`config.mk`:
```
export PLATFORM = sky130hd
export DESIGN_NAME = toggle_pulse_decoder
export DESIGN_NICKNAME = d
export VERILOG_FILES = /design/src/rtl/toggle_pulse_decoder.sv
export SDC_FILE = /design/constraint.sdc
export NUM_CORES = 1
export LEC_CHECK = 0
export CAP_MARGIN = 15
export CORE_AREA = 2 2 39 41
export CTS_CLUSTER_SIZE = 40
export DETAILED_ROUTE_END_ITERATION = 8
export DIE_AREA = 0 0 41 43
export PLACE_DENSITY_LB_ADDON = 0.05
export SLEW_MARGIN = 20
export SYNTH_ARGS = -nofsm -noshare
export SYNTH_HDL_FRONTEND = slang
export SYNTH_SLANG_ARGS = --single-unit
```
`constraint.sdc`:
```
create_clock -name i_clk -period 3.6 [get_ports i_clk]
set_input_delay 0.72 -clock i_clk [delete_from_list [all_inputs] [get_ports i_clk]]
set_output_delay 0.72 -clock i_clk [all_outputs]
set_load 0.02 [all_outputs]
```
`src/rtl/toggle_pulse_decoder.sv`:
```
// toggle_pulse_decoder: recovers one event per level change of an asynchronous toggle signal
// Ports:
//   i_clk      rising-edge clock
//   i_rst_n    asynchronous active-low reset
//   i_data     toggle level from the remote T flip-flop, asynchronous to i_clk
//   i_ready    consumer takes one queued event when o_valid && i_ready
//   i_clr_ovf  clears the sticky overflow flag
//   o_pulse    one-cycle strobe per detected toggle
//   o_valid    at least one event is queued
//   o_pending  number of queued, unconsumed events (saturates at 2**PEND_W-1)
//   o_overflow sticky: a toggle was dropped because the queue was full
//   o_count    total toggles detected, wrapping (only with TOGGLE_COUNT_EN)
// Optional feature: define TOGGLE_COUNT_EN to add the o_count port and its counter.
module toggle_pulse_decoder #(
   parameter int SYNC_STAGES = 2,
   parameter int PEND_W      = 3,
   parameter int CNT_W       = 8
) (
   input  logic              i_clk,
   input  logic              i_rst_n,
   input  logic              i_data,
   input  logic              i_ready,
   input  logic              i_clr_ovf,
   output logic              o_pulse,
   output logic              o_valid,
   output logic [PEND_W-1:0] o_pending,
   output logic              o_overflow
`ifdef TOGGLE_COUNT_EN
   ,
   output logic [CNT_W-1:0]  o_count
`endif
);
   localparam logic [0:0]        PRIME    = 1'b0;
   localparam logic [0:0]        RUN      = 1'b1;
   localparam logic [PEND_W-1:0] PEND_ONE = 1;
   logic [SYNC_STAGES-1:0] r_sync;
   logic                   r_prev;
   logic [0:0]             r_state;
   logic [2:0]             r_prime_cnt;
   logic                   r_pulse;
   logic [PEND_W-1:0]      r_pending;
   logic                   r_overflow;
   logic                   w_s;
   logic                   w_edge;
   logic                   w_drain;
   logic                   w_full;
   logic                   w_drop;
   assign w_s        = r_sync[SYNC_STAGES-1];
   assign w_edge     = (r_state == RUN) && (w_s != r_prev);
   assign o_valid    = |r_pending;
   assign w_drain    = o_valid && i_ready;
   assign w_full     = &r_pending;
   assign w_drop     = w_edge && !w_drain && w_full;
   assign o_pulse    = r_pulse;
   assign o_pending  = r_pending;
   assign o_overflow = r_overflow;
   // PRIME lasts SYNC_STAGES+1 cycles so a level already high at reset release
   // flushes through the chain without being mistaken for a toggle.
   always_ff @(posedge i_clk or negedge i_rst_n) begin
      if (!i_rst_n) begin
         r_sync      <= '0;
         r_prev      <= 1'b0;
         r_state     <= PRIME;
         r_prime_cnt <= 3'd0;
         r_pulse     <= 1'b0;
         r_pending   <= '0;
         r_overflow  <= 1'b0;
      end else begin
         r_sync  <= {r_sync[SYNC_STAGES-2:0], i_data};
         r_prev  <= w_s;
         r_pulse <= w_edge;
         if (r_state == PRIME) begin
            r_prime_cnt <= r_prime_cnt + 3'd1;
            if (r_prime_cnt == 3'(SYNC_STAGES)) r_state <= RUN;
         end
         // An edge and a drain in the same cycle cancel out; a full queue drops the edge.
         if (w_edge && !w_drain && !w_full) r_pending <= r_pending + PEND_ONE;
         else if (!w_edge && w_drain) r_pending <= r_pending - PEND_ONE;
         // Setting takes priority over clearing.
         r_overflow <= w_drop || (r_overflow && !i_clr_ovf);
      end
   end
`ifdef TOGGLE_COUNT_EN
   localparam logic [CNT_W-1:0] CNT_ONE = 1;
   logic [CNT_W-1:0] r_count;
   assign o_count = r_count;
   always_ff @(posedge i_clk or negedge i_rst_n) begin
      if (!i_rst_n) r_count <= '0;
      else if (w_edge) r_count <= r_count + CNT_ONE;
   end
`endif
endmodule

```
==> flow_summary_export.csv, run 1 <==
group,metric,value,unit
clock_network,clkLatencyLatePin,0.27,ns
yosys,synth_area_leaders,"dfrtp_1, a31oi_1, ha_1, nand4_1, inv_1",
yosys,async_reset_ff_frac,1.00,
floorplanning,ios,11,
yosys,yosysTopAreaCellShare,0.442,
critical_path,start_kind,"input pin",
global_route,grt_max_degree,15,
yosys,synth-edff-count,0,
detailed_routing,drc,0,
clock_network,clockRootBuffer,"clkbuf_4",
floorplanning,dieArea,1760,sq um
yosys,synth_xor_area_frac,0.0497,
detailed_routing,drt_iter0_drc,0,
yosys,synth_cell_type_count,31,
sta,rsz0062_at_grt,"false",
placement,io_buffer_count,10,
power,design_power_total,562,uW
clock_network,cts_setup_buffers,0,
sta,slew_headroom,0.661,
final_layout,area_growth,20.8,%
clock_network,h-tree-depth,1,
final_layout,fill_cells,131,
yosys,seq_area_frac_synth,0.442,
placement,gp_congestion,0.737,
final_layout,stdcell_count,96,
yosys,ys_warn_count,0,
clock_network,clockBufferDepth,2,
final_layout,drive_gt1_frac,0.100,
power,p_leak,0.349,nW
final_layout,final_common_cell,"dfrtp_1",
critical_path,crit_type,"in -> reg",
sta,finalCritPeriodShare,0.808,
critical_path,arrival,3.11,ns
critical_path,cp.required,3.80,ns
clock_network,clk_transition_reported_paths,0.08,ns
detailed_routing,wire_per_inst,13.3,microns
floorplanning,fp.dieH,43,microns
floorplanning,start_util,0.491,
sta,maxSlewViolCount,0,
global_route,antenna_found_initial,0,
sta,hold_viol_final,0,
detailed_routing,first_pass_iters,1,
run_status,status,"complete, no violations",
detailed_routing,num_vias,535,
yosys,syn-cell-area,679,sq um
yosys,ys_ff_latch,12,
yosys,synth_top_family_by_area,"simple AND/OR/NAND/NOR gates",
placement,hpwlAfterDp,862,microns
yosys,synth_fp_nets,78,
yosys,synth_fa_ha_area_frac,0.0663,
sta,clock_skew,0.00252,ns
clock_network,cts_tree,"done",
sta,clock.fmax,0.344,GHz
global_route,grt_pass1_wl,2130,microns
clock_network,cts_buffers,3,
yosys,synth-compound-area-share,0.179,
hold_path,hold_class,"reg -> reg",
clock_network,post_cts_resized,0,
floorplanning,placementRows,14,
final_layout,n_antenna_cell,0,
global_route,grt_pass1_vias,487,
critical_path,crit_fanout,14,
critical_path,end_kind,"flop",
sta,setup_viol,0,
floorplanning,core_area,1380,sq um
global_route,overflow,0,
clock_network,cts_sinks,12,
detailed_routing,routed_wl,1280,microns
detailed_routing,vias_per_cell,5.57,
yosys,synthFlopType,"dfrtp_1",
clock_network,cts_hold_buf,0,
yosys,synth_top_area_cell,"dfrtp_1",
floorplanning,fp.dieW,41,microns
final_layout,nets,89,
power,power.density,685,nW/um^2
sta,finalSetupTns,0,ns
final_layout,final_cell_mix,"dfrtp_1, clkdlybuf4s50_1, inv_1",
yosys,synthCells,70,
yosys,synth.avg_cell_area,9.71,sq um
sta,finalCriticalPeriod,2.91,ns
yosys,synthMuxAreaShare,0.0221,
global_route,gr-usage-all-layers,0.184,
detailed_routing,ant_nets,0,
sta,worst_slew_pin_slew,0.507,ns
flow_run,maxCapViolCount,0,
power,peakVddDrop,0.282,mV
yosys,synthSimpleGateAreaFrac,0.180,
placement,place_inst,92,
synthesized netlist by cell type (all sizes together) (2+ instances only):
master and instances:
a21oi 2, a31oi 4, and3 2, clkbuf 4, dfrtp 12, ha 2, inv 7, nand2 5
nand4 4, nor2 5, o21ai 4, xnor2 2
worst max-delay path, cell delays in order:
cell	delay (ns)
clkdlybuf4s50_1	0.63
inv_1	0.21
nor2_1	0.09
nor2_1	0.08
o21ai_0	0.10
fa_1	0.46
nand2b_1	0.20
a2111oi_0	0.43
a31oi_1	0.08
nand4_1	0.11
registers in the layout, summed over array words and instances, names as in the netlist:
register     cells
o_pending        3
o_pulse          1
r_state          1
r_sync           2
r_prev           1
r_prime_cnt      3
o_overflow       1
cell type report:
class / instances / area, sq um / area share
Inverter: 7 / 26.3 / 0.0320
Sequential cell: 12 / 300 / 0.366
Clock buffer: 4 / 36.3 / 0.0442
Timing Repair Buffer: 10 / 100 / 0.122
Tap cell: 16 / 20.0 / 0.0244
Multi-Input combinational cell: 47 / 338 / 0.412
layer usage:
metal  GRT usage  vias to the layer above  share of wire
met2       0.269                        8           0.46
met1       0.229                      255           0.49
li1            -                      270              -
met3      0.0628                        2          0.034
met5           0                        -              0
met4       0.100                        0         0.0094
path summary, 6_finish.rpt:
| path | startpoint | endpoint | slack, ns | depth (start not counted) |
|---|---|---|---|---|
| setup / recovery | i_ready | o_pending[2]$_DFFE_PN0P_ | 0.69 | 10 |
| hold / removal | r_sync[0]$_DFF_PN0_ | r_sync[1]$_DFF_PN0_ | 0.35 | 0 |
| setup reg to reg | r_prev$_DFF_PN0_ | o_pending[2]$_DFFE_PN0P_ | 1.13 | 9 |
| hold reg to reg | r_sync[0]$_DFF_PN0_ | r_sync[1]$_DFF_PN0_ | 0.35 | 0 |
| max in group asynchronous | i_rst_n | o_pending[2]$_DFFE_PN0P_ | 2.48 | 1 |
| min in group asynchronous | i_rst_n | o_pulse$_DFF_PN0_ | 0.78 | 1 |
metrics by stage:
stage	hold WS, ns	util	worst slack [ns]	cell area [sq um]
3_5_place_dp	0.338	0.567	0.468	785
4_1_cts	0.356	0.593	0.729	821
2_1_floorplan	0.331	-	1.32	679
6_report	0.353	0.593	0.693	821
3_3_place_gp	0.334	0.567	0.522	785
5_1_grt	0.359	0.593	0.580	821
kinds of logic (layout without fill, tap and decap cells):
family	Yosys count	in the layout
and+or+nand+nor	22	22
AOI/OAI and AO/OA	18	18
adders and majority gates	3	3
DFF	12	12
buffers and inverters	11	21
muxes	1	1
xor gates and xnor gates	3	3
power breakdown:
| group | leakage, nW | internal [mW] | switching [mW] |
|---|---|---|---|
| logic | 0.193 | 0.120 | 0.123 |
| clock network | 0.0210 | 0.0614 | 0.0442 |
| registers | 0.135 | 0.157 | 0.0557 |
Power figures use the tool's default switching activity.
==> run 2, diff against run 1 <==
--- a/config.mk
+++ b/config.mk
@@ -6,10 +6,10 @@
 export NUM_CORES = 1
 export LEC_CHECK = 0
 export CAP_MARGIN = 15
-export CORE_AREA = 2 2 39 41
+export CORE_MARGIN = 2
+export CORE_UTILIZATION = 50
 export CTS_CLUSTER_SIZE = 40
 export DETAILED_ROUTE_END_ITERATION = 8
-export DIE_AREA = 0 0 41 43
 export PLACE_DENSITY_LB_ADDON = 0.05
 export SLEW_MARGIN = 20
 export SYNTH_ARGS = -nofsm -noshare
==> constraint.sdc (replaced) <==
create_clock -name i_clk -period 2.7 [get_ports i_clk]
set_input_delay 0.54 -clock i_clk [delete_from_list [all_inputs] [get_ports i_clk]]
set_output_delay 0.54 -clock i_clk [all_outputs]
set_load 0.02 [all_outputs]
==> run 2 against run 1 <==
Effect of this change:
- count of clock-buffer cells in the layout fell by 1
- total power rose by 29%
- setup slack got worse by 0.33 ns
- sequential power rose by 34%
- sequential share of layout area fell by 0.33 points
- combinational power rose by 37%
- final cell count rose by 1.0%
- utilization rose by 5.1 points
- clock skew rose by 0.0019 ns
==> flow_summary_export.csv, run 2 (synthesized netlist as in run 1, its figures left out) <==
group,metric,value,unit
placement,gp_congestion,0.762,
sta,finalCriticalPeriod,2.33,ns
sta,worst_slew_pin_slew,0.525,ns
floorplanning,core_area,1280,sq um
sta,clock_skew,0.00439,ns
sta,finalSetupTns,0,ns
detailed_routing,ant_nets,0,
power,peakVddDrop,0.435,mV
clock_network,cts_setup_buffers,0,
sta,finalCritPeriodShare,0.865,
final_layout,n_antenna_cell,0,
global_route,gr-usage-all-layers,0.195,
final_layout,nets,92,
detailed_routing,num_vias,564,
run_status,status,"complete, no violations",
clock_network,h-tree-depth,1,
critical_path,max_stage_delay,0.53,ns
critical_path,cp_cell_sequence,"clkdlybuf4s50_1 -> inv_1 -> nor2_1 -> nor2_1 -> o21ai_0 -> fa_1 -> nand2b_1 -> a2111oi_0 -> a31oi_1 -> nand4_1",
critical_path,cp.required,2.90,ns
hold_path,hold_class,"reg -> reg",
floorplanning,placementRows,13,
clock_network,cts_buffers,3,
sta,slew_headroom,0.649,
final_layout,area_growth,21.9,%
clock_network,cts_hold_buf,0,
sta,hold_viol_final,0,
final_layout,final_common_cell,"dfrtp_1",
clock_network,post_cts_resized,0,
final_layout,drive_gt1_frac,0.122,
detailed_routing,drc,0,
placement,hpwlAfterDp,941,microns
final_layout,stdcell_count,97,
critical_path,end_kind,"flop",
detailed_routing,wire_per_inst,13.1,microns
sta,clock.fmax,0.428,GHz
global_route,overflow,0,
global_route,grt_pass1_vias,454,
clock_network,clkLatencyLatePin,0.26,ns
clock_network,clk_transition_reported_paths,0.07,ns
flow_run,maxCapViolCount,0,
sta,rsz0062_at_grt,"false",
sta,setup_viol,0,
final_layout,final_cell_area,828,sq um
detailed_routing,drt_iter0_drc,17,
critical_path,crit_slowest_cell,"clkdlybuf4s50_1",
clock_network,clockBufferDepth,2,
detailed_routing,first_pass_iters,4,
global_route,grt_pass1_wl,2080,microns
power,design_power_total,722,uW
critical_path,crit_type,"in -> reg",
floorplanning,fp.dieH,40.9,microns
detailed_routing,vias_per_cell,5.81,
final_layout,final_cell_mix,"dfrtp_1, clkdlybuf4s50_1, inv_1",
floorplanning,ios,11,
detailed_routing,routed_wl,1280,microns
power,power.density,872,nW/um^2
placement,place_inst,94,
global_route,grt_max_degree,14,
floorplanning,fp.dieW,40.9,microns
critical_path,cpMostUsedCell,"nor2_1",
global_route,antenna_found_initial,0,
clock_network,cts_tree,"done",
floorplanning,dieArea,1670,sq um
placement,dpl_cell_area,806,sq um
placement,io_buffer_count,10,
critical_path,crit_fanout,7,
critical_path,start_kind,"input pin",
power,p_leak,0.356,nW
clock_network,cts_sinks,12,
clock_network,clockRootBuffer,"clkbuf_4",
critical_path,arrival,2.53,ns
sta,maxSlewViolCount,0,
floorplanning,start_util,0.529,
[run 2: worst paths after layout]
kind,cells after the start,slack (ns),startpoint,to
worst max-delay path,10,0.37,i_ready,o_pending[2]$_DFFE_PN0P_
worst min-delay path,0,0.37,r_sync[0]$_DFF_PN0_,r_sync[1]$_DFF_PN0_
worst max register to register,9,0.39,r_prev$_DFF_PN0_,o_pending[2]$_DFFE_PN0P_
worst min register to register,0,0.37,r_sync[0]$_DFF_PN0_,r_sync[1]$_DFF_PN0_
max in group asynchronous,1,1.73,i_rst_n,o_pending[1]$_DFFE_PN0P_
min in group asynchronous,1,0.62,i_rst_n,r_sync[0]$_DFF_PN0_
[run 2: area by class of cell]
type | count | area, sq um
Timing Repair Buffer | 13 | 123
Fill cell | 123 | 457
Inverter | 7 | 26.3
Sequential cell | 12 | 300
Clock buffer | 3 | 22.5
Tap cell | 15 | 18.8
Multi-Input combinational cell | 47 | 338
[run 2: worst max-delay path: cells and delay by family]
| kind | cells | cell delay (ns) |
|---|---|---|
| AO/OA/AOI/OAI | 3 | 0.55 |
| adder cells (fa/ha/maj) | 1 | 0.39 |
| buffers and inverters | 2 | 0.65 |
| AND/OR/NAND/NOR | 4 | 0.40 |
[run 2: power breakdown]
group	total [mW]	leakage (nW)	internal, mW	switching, mW
clock network	0.102	0.0138	0.0514	0.0503
logic	0.334	0.207	0.170	0.165
registers	0.286	0.135	0.210	0.0763
[run 2: metrics by stage]
stage / utilization / hold WS [ns] / setup slack (ns)
detailed placement: 0.627 / 0.360 / 0.0895
CTS: 0.645 / 0.382 / 0.367
floorplan: - / 0.244 / 0.542
finish: 0.645 / 0.372 / 0.365
global route: 0.645 / 0.382 / 0.235
global placement: 0.627 / 0.334 / 0.159
[run 2: routing by layer]
| metal | vias to the layer above | share of wire | track usage |
|---|---|---|---|
| met2 | 22 | 0.47 | 0.254 |
| met1 | 267 | 0.46 | 0.272 |
| met5 | - | 0 | 0 |
| met3 | 0 | 0.069 | 0.0815 |
| met4 | 0 | 0 | 0.0917 |
| li1 | 275 | - | - |
==> run 3, diff against run 2 <==
--- a/config.mk
+++ b/config.mk
@@ -10,7 +10,7 @@
 export CORE_UTILIZATION = 50
 export CTS_CLUSTER_SIZE = 40
 export DETAILED_ROUTE_END_ITERATION = 8
-export PLACE_DENSITY_LB_ADDON = 0.05
+export PLACE_DENSITY_LB_ADDON = 0.2
 export SLEW_MARGIN = 20
 export SYNTH_ARGS = -nofsm -noshare
 export SYNTH_HDL_FRONTEND = slang
==> run 3 against run 2 <==
Effect of this change:
- combinational power is 6.3% higher
- setup slack worse by 0.13 ns
- routed wire length is 6.5% higher
- first-iteration DRC count is 24% higher
- critical endpoint unchanged
- utilization is 0.58 points lower
- non-clock buffer count is 1 lower
- die area stayed put
- critical path depth stayed put
- sequential power is 6% lower
- total power is 1.7% higher
- largest cell class unchanged
- fmax is 5.4% lower
- via count is 2.7% lower
==> flow_summary_export.csv, run 3 (synthesized netlist as in run 1, its figures left out) <==
group,metric,value,unit
power,peakVddDrop,0.482,mV
clock_network,clockBufferDepth,2,
placement,hpwlAfterDp,982,microns
sta,hold_viol_final,0,
detailed_routing,drc,0,
critical_path,end_kind,"flop",
clock_network,cts_tree,"done",
final_layout,final_cell_mix,"dfrtp_1, clkdlybuf4s50_1, inv_1",
hold_path,holdPathStages,0,
clock_network,clkLatencyLatePin,0.28,ns
detailed_routing,wire_per_inst,14.1,microns
sta,maxSlewViolCount,0,
sta,worst_slew_pin_slew,0.542,ns
sta,clock.fmax,0.405,GHz
global_route,grt_pass1_wl,2160,microns
hold_path,hold_class,"reg -> reg",
critical_path,start_kind,"input pin",
global_route,gr-usage-all-layers,0.210,
critical_path,crit_slowest_cell,"clkdlybuf4s50_1",
floorplanning,core_area,1280,sq um
global_route,antenna_found_initial,0,
placement,io_buffer_count,10,
sta,clock_skew,0.00389,ns
global_route,grt_max_degree,14,
placement,post-place-ws,-0.0259,ns
final_layout,final_cell_area,821,sq um
detailed_routing,first_pass_iters,4,
clock_network,cts_buffers,3,
floorplanning,placementRows,13,
final_layout,final_common_cell,"dfrtp_1",
detailed_routing,routed_wl,1360,microns
detailed_routing,drt_iter0_drc,21,
clock_network,cts_setup_buffers,0,
clock_network,cts_sinks,12,
floorplanning,dieArea,1670,sq um
critical_path,r2r_cells,9,
floorplanning,fp.dieH,40.9,microns
critical_path,crit_fanout,6,
final_layout,drive_gt1_frac,0.111,
final_layout,nets,91,
sta,finalCritPeriodShare,0.914,
clock_network,clockRootBuffer,"clkbuf_4",
critical_path,cp.required,2.91,ns
placement,dpl_cell_area,798,sq um
power,p_leak,0.351,nW
floorplanning,ios,11,
global_route,overflow,0,
placement,gp_congestion,0.823,
clock_network,h-tree-depth,1,
power,design_power_total,735,uW
sta,rsz0062_at_grt,"false",
final_layout,area_growth,20.8,%
clock_network,post_cts_resized,0,
sta,fin_ws,0.232,ns
detailed_routing,vias_per_cell,5.72,
sta,slew_headroom,0.638,
clock_network,clk_transition_reported_paths,0.07,ns
sta,setup_viol,0,
final_layout,n_antenna_cell,0,
global_route,grt_pass1_vias,454,
floorplanning,fp.dieW,40.9,microns
clock_network,cts_hold_buf,0,
critical_path,arrival,2.68,ns
critical_path,cpMostUsedCell,"nor2_1",
critical_path,crit_type,"in -> reg",
sta,finalCriticalPeriod,2.47,ns
floorplanning,start_util,0.529,
critical_path,cp_cell_sequence,"clkdlybuf4s50_1 -> inv_1 -> nor2_1 -> nor2_1 -> o21ai_0 -> fa_1 -> nand2b_1 -> a2111oi_0 -> a31oi_1 -> nand4_1",
run_status,status,"complete, no violations",
power,power.density,895,nW/um^2
detailed_routing,ant_nets,0,
flow_run,maxCapViolCount,0,
detailed_routing,num_vias,549,
critical_path,max_stage_delay,0.49,ns
==> run 3: cell count changes in the layout (fill, tap and decap cells not counted), sizes merged <==
cell / change
buf: -1
==> run 3: through the flow <==
stage           util  hold WS [ns]  cells  setup TNS (ns)
6_report       0.639         0.356     96               0
4_1_cts        0.639         0.359     96               0
3_5_place_dp   0.621         0.343     93         -0.0259
2_1_floorplan      -         0.244     70               0
5_1_grt        0.639         0.379     96               0
3_3_place_gp   0.621         0.333     93               0
==> run 3: power by group <==
group	leakage, nW	internal [mW]	switching (mW)
Sequential	0.135	0.210	0.0573
Combinational	0.203	0.171	0.184
Clock	0.0138	0.0517	0.0607
==> run 3: layout make-up <==
cell class              instances  area (sq um)
clock buffers                   3          22.5
fillers                       113           464
inverters                       7          26.3
multi-input cells              47           338
flip-flops and latches         12           300
well taps                      15          18.8
repair buffers                 12           115
==> run 3: worst max-delay path, delay by kind of cell <==
kind,cells,cell delay (ns)
adders and majority gates,1,0.47
AOI/OAI and AO/OA,3,0.58
buffers and inverters,2,0.64
and+or+nand+nor,4,0.45
==> run 3: worst paths after layout <==
path	start	endpoint	slack, ns
setup / recovery	i_ready	o_pending[2]$_DFFE_PN0P_	0.23
hold / removal	r_sync[0]$_DFF_PN0_	r_sync[1]$_DFF_PN0_	0.36
setup reg to reg	r_prev$_DFF_PN0_	o_pending[2]$_DFFE_PN0P_	0.23
hold reg to reg	r_sync[0]$_DFF_PN0_	r_sync[1]$_DFF_PN0_	0.36
max in group asynchronous	i_rst_n	o_pending[0]$_DFFE_PN0P_	1.73
min in group asynchronous	i_rst_n	r_prime_cnt[2]$_DFFE_PN0N_	0.61
==> run 3: metal layers <==
metal / global-route usage / wire, microns / vias up
li1: - / - / 272
met1: 0.289 / 628 / 255
met2: 0.305 / 630 / 19
met3: 0.0326 / 67 / 3
met4: 0.125 / 30 / 0
met5: 0 / 0 / -
